## src/rtl/sobel_window_gen_if.sv

```systemverilog
// sobel_window_gen_if: handshake/bus bundle for the 3x3 window generator.
//   start/busy/done       frame control
//   pix_in/in_valid/in_ready   raster-order pixel input stream
//   win_out/win_row/win_col/win_last/win_valid/win_ready   window output stream
// Modport slave is the generator's view; master is the surrounding logic's view.
interface sobel_window_gen_if #(
    parameter int unsigned WIDTH       = 5,
    parameter int unsigned HEIGHT      = 5,
    parameter int unsigned FIXED_WIDTH = 16
);
    logic                          start;
    logic                          busy;
    logic                          done;
    logic [FIXED_WIDTH-1:0]        pix_in;
    logic                          in_valid;
    logic                          in_ready;
    logic [9*FIXED_WIDTH-1:0]      win_out;
    logic [$clog2(HEIGHT)-1:0]     win_row;
    logic [$clog2(WIDTH)-1:0]      win_col;
    logic                          win_last;
    logic                          win_valid;
    logic                          win_ready;

    modport slave (
        input  start, pix_in, in_valid, win_ready,
        output busy, done, in_ready, win_out, win_row, win_col, win_last, win_valid
    );

    modport master (
        output start, pix_in, in_valid, win_ready,
        input  busy, done, in_ready, win_out, win_row, win_col, win_last, win_valid
    );
endinterface

```

## src/rtl/sobel_window_gen.sv

```systemverilog
// sobel_window_gen: streaming zero-padded 3x3 window generator.
// Ports:
//   clk  rising-edge clock
//   rst  synchronous active-high reset
//   bus  sobel_window_gen_if.slave (frame control, pixel input, window output)
// Scans (HEIGHT+1)x(WIDTH+1) positions; the extra column/row are virtual and
// inject zeros so the right and bottom borders are produced without input.
module sobel_window_gen #(
    parameter int unsigned WIDTH       = 5,
    parameter int unsigned HEIGHT      = 5,
    parameter int unsigned FIXED_WIDTH = 16
) (
    input logic               clk,
    input logic               rst,
    sobel_window_gen_if.slave bus
);
    localparam int unsigned FW   = FIXED_WIDTH;
    localparam int unsigned SrW  = $clog2(HEIGHT + 1);
    localparam int unsigned ScW  = $clog2(WIDTH + 1);
    localparam int unsigned RowW = $clog2(HEIGHT);
    localparam int unsigned ColW = $clog2(WIDTH);
    localparam logic [SrW-1:0] LastSr = SrW'(HEIGHT);
    localparam logic [ScW-1:0] LastSc = ScW'(WIDTH);

    typedef enum logic [1:0] {StIdle, StScan, StDrain} state_e;
    // One window column: [0] = top row, [2] = bottom row.
    typedef logic [2:0][FW-1:0] col_t;

    state_e          state_q, state_d;
    logic [SrW-1:0]  sr_q, sr_d;
    logic [ScW-1:0]  sc_q, sc_d;
    logic [FW-1:0]   lb0_q [WIDTH];  // row sr-1
    logic [FW-1:0]   lb1_q [WIDTH];  // row sr-2
    col_t            c1_q, c1_d, c2_q, c2_d, cur_col;
    logic [9*FW-1:0] win_out_q, win_out_d, win_next;
    logic [RowW-1:0] win_row_q, win_row_d;
    logic [ColW-1:0] win_col_q, win_col_d;
    logic            win_last_q, win_last_d;
    logic            win_valid_q, win_valid_d;
    logic            done_q, done_d;

    logic            col_in, real_pos, emit, out_free, fire, load, last_step;
    logic [ColW-1:0] lb_idx;
    logic [SrW-1:0]  sr_m1;
    logic [ScW-1:0]  sc_m1;

    // Datapath: current column and assembled window.
    always_comb begin
        lb_idx    = sc_q[ColW-1:0];
        col_in    = (sc_q != LastSc);
        real_pos  = col_in && (sr_q != LastSr);
        emit      = (sr_q != '0) && (sc_q != '0);
        last_step = (sr_q == LastSr) && (sc_q == LastSc);
        // Row masks stand in for the top padding, so stale line-buffer data
        // from an earlier or aborted frame is never visible.
        cur_col = '0;
        if (col_in && (sr_q >= SrW'(2))) cur_col[0] = lb1_q[lb_idx];
        if (col_in && (sr_q != '0))      cur_col[1] = lb0_q[lb_idx];
        if (real_pos)                    cur_col[2] = bus.pix_in;
        win_next = '0;
        for (int m = 0; m < 3; m++) begin
            win_next[(3*m + 0)*FW +: FW] = c2_q[m];
            win_next[(3*m + 1)*FW +: FW] = c1_q[m];
            win_next[(3*m + 2)*FW +: FW] = cur_col[m];
        end
    end

    // Control FSM and output register next-state.
    always_comb begin
        state_d     = state_q;
        sr_d        = sr_q;
        sc_d        = sc_q;
        c1_d        = c1_q;
        c2_d        = c2_q;
        done_d      = 1'b0;
        fire        = 1'b0;
        out_free    = !emit || !win_valid_q || bus.win_ready;
        win_out_d   = win_out_q;
        win_row_d   = win_row_q;
        win_col_d   = win_col_q;
        win_last_d  = win_last_q;
        win_valid_d = win_valid_q;
        sr_m1       = sr_q - 1'b1;
        sc_m1       = sc_q - 1'b1;

        unique case (state_q)
            StIdle: begin
                if (bus.start) begin
                    state_d = StScan;
                    sr_d    = '0;
                    sc_d    = '0;
                end
            end
            StScan: begin
                fire = (!real_pos || bus.in_valid) && out_free;
                if (fire) begin
                    // Column 0 starts a row: the column left of it is padding.
                    c2_d = (sc_q == '0) ? '0 : c1_q;
                    c1_d = cur_col;
                    if (last_step) begin
                        state_d = StDrain;
                    end else if (sc_q == LastSc) begin
                        sc_d = '0;
                        sr_d = sr_q + 1'b1;
                    end else begin
                        sc_d = sc_q + 1'b1;
                    end
                end
            end
            StDrain: begin
                if (win_valid_q && bus.win_ready) begin
                    state_d = StIdle;
                    done_d  = 1'b1;
                end
            end
            default: state_d = StIdle;
        endcase

        load = fire && emit;
        if (load) begin
            win_out_d   = win_next;
            win_row_d   = sr_m1[RowW-1:0];
            win_col_d   = sc_m1[ColW-1:0];
            win_last_d  = last_step;
            win_valid_d = 1'b1;
        end else if (win_valid_q && bus.win_ready) begin
            win_valid_d = 1'b0;
        end
    end

    always_ff @(posedge clk) begin
        if (rst) begin
            state_q     <= StIdle;
            sr_q        <= '0;
            sc_q        <= '0;
            c1_q        <= '0;
            c2_q        <= '0;
            win_out_q   <= '0;
            win_row_q   <= '0;
            win_col_q   <= '0;
            win_last_q  <= 1'b0;
            win_valid_q <= 1'b0;
            done_q      <= 1'b0;
        end else begin
            state_q     <= state_d;
            sr_q        <= sr_d;
            sc_q        <= sc_d;
            c1_q        <= c1_d;
            c2_q        <= c2_d;
            win_out_q   <= win_out_d;
            win_row_q   <= win_row_d;
            win_col_q   <= win_col_d;
            win_last_q  <= win_last_d;
            win_valid_q <= win_valid_d;
            done_q      <= done_d;
        end
    end

    // Line buffers: the previous row shifts down as the new pixel lands.
    always_ff @(posedge clk) begin
        if (fire && real_pos) begin
            lb1_q[lb_idx] <= lb0_q[lb_idx];
            lb0_q[lb_idx] <= bus.pix_in;
        end
    end

    assign bus.busy      = (state_q != StIdle);
    assign bus.done      = done_q;
    assign bus.in_ready  = (state_q == StScan) && real_pos && out_free;
    assign bus.win_out   = win_out_q;
    assign bus.win_row   = win_row_q;
    assign bus.win_col   = win_col_q;
    assign bus.win_last  = win_last_q;
    assign bus.win_valid = win_valid_q;
endmodule

```

## src/flat_wrapper.sv

```systemverilog
// flat-port wrapper written by rule: the top's interface ports become plain ports
module sobel_window_gen_flat 
#(
    parameter int unsigned WIDTH       = 5,
    parameter int unsigned HEIGHT      = 5,
    parameter int unsigned FIXED_WIDTH = 16
)
  (clk, rst, bus_start, bus_pix_in, bus_in_valid, bus_win_ready, bus_busy, bus_done, bus_in_ready, bus_win_out, bus_win_row, bus_win_col, bus_win_last, bus_win_valid);
  sobel_window_gen_if #(.WIDTH(WIDTH), .HEIGHT(HEIGHT), .FIXED_WIDTH(FIXED_WIDTH)) bus_i ();
  input logic clk;
  input logic rst;
  input wire logic [$bits(bus_i.start)-1:0] bus_start;
  input wire logic [$bits(bus_i.pix_in)-1:0] bus_pix_in;
  input wire logic [$bits(bus_i.in_valid)-1:0] bus_in_valid;
  input wire logic [$bits(bus_i.win_ready)-1:0] bus_win_ready;
  output wire logic [$bits(bus_i.busy)-1:0] bus_busy;
  output wire logic [$bits(bus_i.done)-1:0] bus_done;
  output wire logic [$bits(bus_i.in_ready)-1:0] bus_in_ready;
  output wire logic [$bits(bus_i.win_out)-1:0] bus_win_out;
  output wire logic [$bits(bus_i.win_row)-1:0] bus_win_row;
  output wire logic [$bits(bus_i.win_col)-1:0] bus_win_col;
  output wire logic [$bits(bus_i.win_last)-1:0] bus_win_last;
  output wire logic [$bits(bus_i.win_valid)-1:0] bus_win_valid;
  assign bus_i.start = bus_start;
  assign bus_i.pix_in = bus_pix_in;
  assign bus_i.in_valid = bus_in_valid;
  assign bus_i.win_ready = bus_win_ready;
  assign bus_busy = bus_i.busy;
  assign bus_done = bus_i.done;
  assign bus_in_ready = bus_i.in_ready;
  assign bus_win_out = bus_i.win_out;
  assign bus_win_row = bus_i.win_row;
  assign bus_win_col = bus_i.win_col;
  assign bus_win_last = bus_i.win_last;
  assign bus_win_valid = bus_i.win_valid;
  sobel_window_gen #(.WIDTH(WIDTH), .HEIGHT(HEIGHT), .FIXED_WIDTH(FIXED_WIDTH)) u_core (.clk(clk), .rst(rst), .bus(bus_i));
endmodule
```

## config.mk

```make
export PLATFORM = sky130hd
export DESIGN_NAME = sobel_window_gen_flat
export DESIGN_NICKNAME = d
export VERILOG_FILES = /design/src/rtl/sobel_window_gen_if.sv /design/src/rtl/sobel_window_gen.sv /design/src/flat_wrapper.sv
export SDC_FILE = /design/constraint.sdc
export NUM_CORES = 1
export LEC_CHECK = 0
export ABC_AREA = 0
export ABC_CLOCK_PERIOD_IN_PS = 2990
export BUFFER_PORTS_ARGS = -buffer_cell sky130_fd_sc_hd__buf_2
export CORE_ASPECT_RATIO = 0.9
export CORE_MARGIN = 5
export CORE_UTILIZATION = 25
export DETAILED_ROUTE_END_ITERATION = 10
export SKIP_CTS_REPAIR_TIMING = 1
export SYNTH_ARGS = -nofsm -noshare
export SYNTH_HDL_FRONTEND = slang
export SYNTH_SLANG_ARGS = --single-unit
```

## constraint.sdc

```tcl
create_clock -name clk -period 2.99 [get_ports clk]
set_input_delay 0.598 -clock clk [delete_from_list [all_inputs] [get_ports clk]]
set_output_delay 0.598 -clock clk [all_outputs]
set_load 0.05 [all_outputs]
```

# Word-level counts from Yosys, hierarchy flattened
# Memories as Yosys holds them, arrays and structs flattened. A register that Yosys moved wholly into a read port is not among the register bits.
# Cells that the tools add are included.
dict set report word_totals {
  memories 2
  register_bits 257
  ram_bits 160
  elab_cells 92
  output_inout_bits 155
}
# memory depth width read_ports rd_ports_with_merged_regs write_ports line_no
set memory_table {}
lappend memory_table {u_core.lb0_q 5 16 1 1 1 sobel_window_gen.sv:32} ;# logic [FW-1:0] lb0_q [WIDTH];
lappend memory_table {u_core.lb1_q 5 16 1 1 1 sobel_window_gen.sv:33} ;# logic [FW-1:0] lb1_q [WIDTH];
dict set report op_classes {
  n_eq_ne 12
  order_cmp 1
  addsub 4
  bitwise 1
  mux 28
  n_reduce_logical 29
}
# cell n
set ops {}
lappend ops {{16-bit 2-to-1 mux} 3}
lappend ops {{48-bit 2-to-1 mux} 1}
lappend ops {{3-bit 2-to-1 mux} 11}
lappend ops {{3-bit one-hot mux with 2 select lines} 2}
lappend ops {{1-bit logical AND} 11}
lappend ops {{2-bit 2-to-1 mux} 4}
lappend ops {{2-bit by 1-bit inequality test with 1-bit output (second input constant)} 4}
lappend ops {{4-bit AND reduction} 2}
lappend ops {{3-bit by 1-bit adder with 3-bit output (second input constant)} 2}
lappend ops {{3-bit == test (second input constant)} 2}
lappend ops {{1-bit 2-to-1 mux} 6}
lappend ops {{3-bit inequality test (second input constant)} 2}
lappend ops {{2-bit one-hot mux with 3 select lines} 1}
lappend ops {{2-bit nonzero test} 3}
lappend ops {{3-bit nonzero test} 2}
lappend ops {{3-bit by 1-bit subtractor with 3-bit output (second input constant)} 2}
lappend ops {{5-bit AND reduction} 1}
lappend ops {{2-bit inequality test (second input constant)} 2}
lappend ops {{3-bit by 2-bit greater-or-equal comparator with 1-bit output (second input constant)} 1}
lappend ops {{1-bit logical NOT} 3}
lappend ops {{3-bit logical NOT} 1}
lappend ops {{1-bit logical OR} 3}
lappend ops {{2-bit by 1-bit == test with 1-bit output (second input constant)} 1}
lappend ops {{2-bit == test (second input constant)} 1}
lappend ops {{4 further kinds} 4}

# Logic depth before layout (Yosys ltp)
dict set report depth {
  word_depth 10
  depth_mapped 9
  ltp_nobuf 6
}

# Worst setup path before layout
# OpenSTA, ideal clock, no wires.
dict set report synth_timing {
  path_kind {flip-flop to flip-flop}
  from {register u_core.sr_q[0]}
  to {memory u_core.lb0_q[4][0] (netlist bit), enable pin}
  arrival_ps 2419
  setup_ps 392
  setup_slack_ps 179
  path_buffers 0
  synth_period_minus_slack_ps 2811
  path_stages_with_launch 7
  required_time_ps 2598
  cell_sequence {dfxtp_1 -> inv_1 -> ha_1 -> nand2b_4 -> a31oi_4 -> and2_1 -> and3_1}
}
dict set report synth_via {
  elab_chain_cells 10
}
# item line_no
set synth_rtl {}
lappend synth_rtl {{start, declared} sobel_window_gen.sv:30} ;# logic [SrW-1:0] sr_q, sr_d;
lappend synth_rtl {{start signal, assigned} sobel_window_gen.sv:146} ;# sr_q <= sr_d;
lappend synth_rtl {{3-bit nonzero test} sobel_window_gen.sv:52} ;# emit = (sr_q != '0) && (sc_q != '0);
lappend synth_rtl {{1-bit logical AND} sobel_window_gen.sv:52}
lappend synth_rtl {{1-bit logical NOT} sobel_window_gen.sv:77} ;# out_free = !emit || !win_valid_q || bus.win_ready;
lappend synth_rtl {{1-bit logical OR (2 in series)} sobel_window_gen.sv:77}
lappend synth_rtl {{1-bit logical AND} sobel_window_gen.sv:95} ;# fire = (!real_pos || bus.in_valid) && out_free;
lappend synth_rtl {{1-bit 2-to-1 mux} sobel_window_gen.sv:86} ;# unique case (state_q)
lappend synth_rtl {{1-bit logical AND *} sobel_window_gen.sv:161} ;# if (fire && real_pos) begin
lappend synth_rtl {{1-bit 2-to-1 mux *} sobel_window_gen.sv:161}
lappend synth_rtl {{1-bit 2-to-1 mux (implied by the code) *} sobel_window_gen.sv:163} ;# lb0_q[lb_idx] <= bus.pix_in;
lappend synth_rtl {{end, declared} sobel_window_gen.sv:32}
# Every way passes the cells marked *; elsewhere a longest branch is shown, timed or not.

# Final worst setup path
dict set report layout_timing {
  from {register u_core.sc_q[1], in the netlist u_core.lb_idx[1]}
  to {output bus_in_ready}
}
dict set report layout_via {
  elab_chain_cells 6
}
# item line_no
set layout_rtl {}
lappend layout_rtl {{start, declared} sobel_window_gen.sv:31} ;# logic [ScW-1:0] sc_q, sc_d;
lappend layout_rtl {{start signal, assigned} sobel_window_gen.sv:135} ;# sc_q <= '0;
lappend layout_rtl {{start signal, assigned} sobel_window_gen.sv:147} ;# sc_q <= sc_d;
lappend layout_rtl {{3-bit nonzero test} sobel_window_gen.sv:52}
lappend layout_rtl {{1-bit logical AND} sobel_window_gen.sv:52}
lappend layout_rtl {{1-bit logical NOT} sobel_window_gen.sv:77}
lappend layout_rtl {{1-bit logical OR (2 in series)} sobel_window_gen.sv:77}
lappend layout_rtl {{1-bit logical AND *} sobel_window_gen.sv:169} ;# assign bus.in_ready = (state_q == StScan) && real_pos && out_free;
lappend layout_rtl {{end, declared} flat_wrapper.sv:18} ;# output wire logic [$bits(bus_i.in_ready)-1:0] bus_in_ready;
# Marks and branches as above.

==> metrics.md <==
| Metric | Value |
|---|---|
| Placeable core region | 62,700 um2 |
| Detailed router's first-iteration violation count | 968 |
| Area leader, netlist | dfxtp_1 |
| FF-to-FF End | u_core.lb1_q[0][0] |
| Startpoint type of the worst setup path | flip-flop |
| Reg2reg setup slack | 0.38 ns |
| Ports placed on the boundary | 176 |
| Buffering stage count on the worst path with inverters included | 3 |
| Horizontal die dimension | 275 um |
| Count of final max-slew check failures | 0 |
| Synthesized netlist net count | 1,361 |
| Sum Neg Setup Slack | 0 ns |
| Biggest area contributors in the synthesized netlist | dfxtp_1, edfxtp_1, o21ai_0, mux4_2, a21oi_1 |
| Critical path, cell by cell | inv_1, ha_1, a22oi_2, buf_12, and2_1, buf_4 |
| Drt wl/cell | 20.0 um |
| Gate power share | 4.0% |
| Instance count of the mapped netlist | 1,330 |
| Source of the critical timing path | u_core.lb_idx[1] |
| Hold-critical path endpoint | u_core.lb0_q[1][6] |
| Static Leakage | 6.53 nW |
| Flip-flop and latch count after synthesis | 420 |
| Worst endpoint required time | 2.39 ns |
| First-pass GRT wire length | 70,100 um |
| Worst-path cell with the longest stage delay | dfxtp_2 |
| Switching part of the total power | 22.4% |
| Number of routed nets with antenna violations | 0 |
| Actual transition at the worst max-transition pin | 1.29 ns |
| Largest incremental delay on the critical path | 0.37 ns |
| Setup crit end kind | output pin |
| CTS HTree Levels | 2 |
| Final Cycle Share | 94.6% |
| Part of the total power dissipated in sequential elements | 49.5% |
| Class of the most critical hold timing path | primary input to flip-flop |
| Port bufs | 175 |
| Startpoint of the worst hold path | bus_pix_in[6] |
| Most utilized layer in the global route result | met2 |
| Max-cap viol count | 0 |
| Fraction of the yosys area taken by sequential cells | 63.3% |
| Area growth from synthesis to layout | 21.8% |
| Largest fanout on the critical path | 17 |
| Area used by multi-input combinational logic | 5200 um2 |
| Primary flip-flop cell chosen by synthesis mapping | dfxtp_1 |
| Count of final hold-check violations | 0 |
| GRT overflow | 0 |
| Detailed Route WL | 46,900 um |
| Total number of yosys warnings | 0 |
| Net Switching | 2.71 mW |
| Largest net degree at the start of global routing | 143 |
| Latest clock arrival within the worst-skew pair | 0.58 ns |
| Clock tree from TritonCTS | yes |
| Per-instance average area after synthesis | 11.9 um2 |
| Die height | 249 um |
| Share of cells above drive strength 1 | 22.8% |
| Category of the critical setup timing path | flip-flop to output pin |
| Fin nets | 1,500 |
| Placement row count | 87 |
| Data arrival, critical path | 2.23 ns |
| Maximum buffer depth of the clock tree | 3 |
| Register Area | 10,000 um2 |
| TritonCTS buffer count | 44 |
| Initial antenna violation count | 2 |
| CTS Root Buffer Type | clkbuf_16 |
| Max Clock Skew | 0.0229 ns |
| Max transition margin | 13.9% |
| Area share of the largest cell type after synthesis | 32.9% |
| Cell depth of the worst min-delay path | 1 |
| Summed instance area of the synthesized netlist | 15,800 um2 |
| Reg2reg start | u_core.lb_idx[0] |
| Number of filler instances in the final layout | 6,404 |
| Path depth of the worst reg2reg path | 7 |
| Worst vdd ir | 0.371 mV |
| Hold slack final | 0.317 ns |
| Async set-reset flop share out of synthesis | 0% |
| Number of failing setup endpoints in the final timing report | 0 |
| Cell internal power dissipation | 9.39 mW |
| RSZ-0062 raised after global routing | false |
| Starting Density | 25.2% |
| Remaining design rule violation count | 0 |
| Number of iterations in the first detailed-routing pass | 5 |
| Placer congestion estimate | 0.832 |
| Reg clk slew, reported paths | 0.06 ns |
| Final critical path time including I/O delays and setup | 2.83 ns |
| Die Footprint | 68,400 um2 |
| Result of the run | finished, final reports clean |
| GRT Total Usage | 13.1% |
| Global Route met2 Usage | 20.2% |
| Number of distinct library cells after synthesis | 47 |
| Clock sink total | 420 |
| Top cell family by delay on the critical path | buffers and inverters |
| Highest clock rate | 0.353 GHz |
| Number of global-route vias before repair | 10,900 |
| Drt via density | 4.81 |
| Sum of net half-perimeters after detailed placement | 31,200 um |
| Met1 layer usage reported by global route | 18.5% |
| Met3 layer usage reported by global route | 3.44% |
| Post-synth EDFFs | 160 |
| Power density relative to cell area | 629 nW/um2 |
| Portion of total power attributed to the clock network | 46.5% |
| Via count | 11,300 |
-- cells in the final DEF, fill, tap and decap left out, types with 32 or more instances in the layout --
cell	count
mux4_2	32
o21ai_0	181
nand4_1	83
a21oi_1	142
mux2i_1	33
buf_2	173
o2bb2ai_1	64
nand3_1	99
buf_4	34
dfxtp_1	256
edfxtp_1	160
clkbuf_16	48
nand2b_1	51
-- synth_stat cells, types with 2 or more instances --
| cell | number |
|---|---|
| a211oi_1 | 5 |
| and3_1 | 2 |
| nand2b_4 | 2 |
| dfxtp_1 | 260 |
| o2bb2ai_1 | 64 |
| a21oi_1 | 143 |
| nand4_1 | 83 |
| o211ai_1 | 4 |
| edfxtp_1 | 160 |
| clkbuf_1 | 74 |
| and2b_1 | 2 |
| buf_4 | 6 |
| nor2_1 | 7 |
| a31oi_1 | 3 |
| mux2i_1 | 33 |
| clkbuf_2 | 3 |
| and2_1 | 3 |
| nand2_1 | 7 |
| and4_1 | 4 |
| nand3b_1 | 3 |
| buf_1 | 11 |
| buf_2 | 34 |
| ha_1 | 10 |
| o21ai_0 | 181 |
| nor2b_1 | 2 |
| or3_1 | 2 |
| nand3_1 | 99 |
| mux4_2 | 32 |
| xnor2_1 | 2 |
| a311oi_1 | 2 |
| nand2b_1 | 51 |
| inv_1 | 21 |
-- power by group through the flow --
stage	Clock [mW]	Combinational (mW)	Sequential, mW
finish	5.62	0.481	5.99
floorplan	0	0.289	6.11
global route	6.05	0.517	5.99
CTS	5.78	0.484	5.99
global placement	0	0.475	6.12
detailed placement	0	0.483	6.12
-- worst register-to-register path, stage by stage, from the launching register on --
cell	delay, ns
dfxtp_1	0.38
inv_1	0.19
ha_1	0.23
nand2b_4	0.10
a31o_2	0.34
nor3b_1	0.34
and2_1	0.42
buf_12	0.27
-- kinds of logic after synthesis --
family,count (synthesis),synth area share [%]
flops,420,63.3
compound gates,411,15.1
simple gates,273,10.1
buf+inv,149,3.97
mux,65,6.65
fa+ha+maj,10,0.792
xor+xnor,2,0.111
-- per-stage QoR --
step                cells  power, mW  util [%]  cell area, um2  worst slack (ns)
floorplan            1330       6.40         -           15800             0.179
global placement     2266       6.59      28.2           17700             0.353
detailed placement   2266       6.60      28.2           17700             0.256
CTS                  2348       12.3      30.6           19200            -0.147
global route         2350       12.6      30.7           19200            0.0472
finish               2351       12.1      30.7           19200             0.160
-- registers in the layout (all words and copies together) (netlist names), named ones only --
name / cells
u_core.lb0_q: 80
u_core.bus.win_out: 144
u_core.c1_q: 48
u_core.bus.win_row: 3
u_core.lb1_q: 80
u_core.sr_q: 3
u_core.bus.win_valid: 1
u_core.bus.done: 1
u_core.lb_idx: 3
u_core.state_q: 2
u_core.c2_q: 48
u_core.bus.win_col: 3
u_core.bus.win_last: 1
-- layout make-up --
class | instances | area share (%)
antenna | 1 | 0.0130
clock buffer | 61 | 6.64
clock inverter | 21 | 1.12
inverter | 21 | 0.410
multi-input combinational | 761 | 27.0
sequential | 420 | 52.0
tap | 845 | 5.49
timing repair buffer | 221 | 7.26
-- worst max path at each step --
stage                                     to  depth (start not counted)
after CTS                       bus_in_ready                          6
after detailed placement      u_core.c2_q[9]                          7
final                           bus_in_ready                          6
after global placement        u_core.c2_q[3]                          7
after global routing            bus_in_ready                          6
after floorplan           u_core.lb0_q[4][0]                          6
-- per-layer routing --
metal	part of all wire, %	wire, um
met3	6.5	3050
met4	2.2	1040
met5	0.028	13
met2	46	21600
met1	45	21300
(Power assumes the default switching activity.)
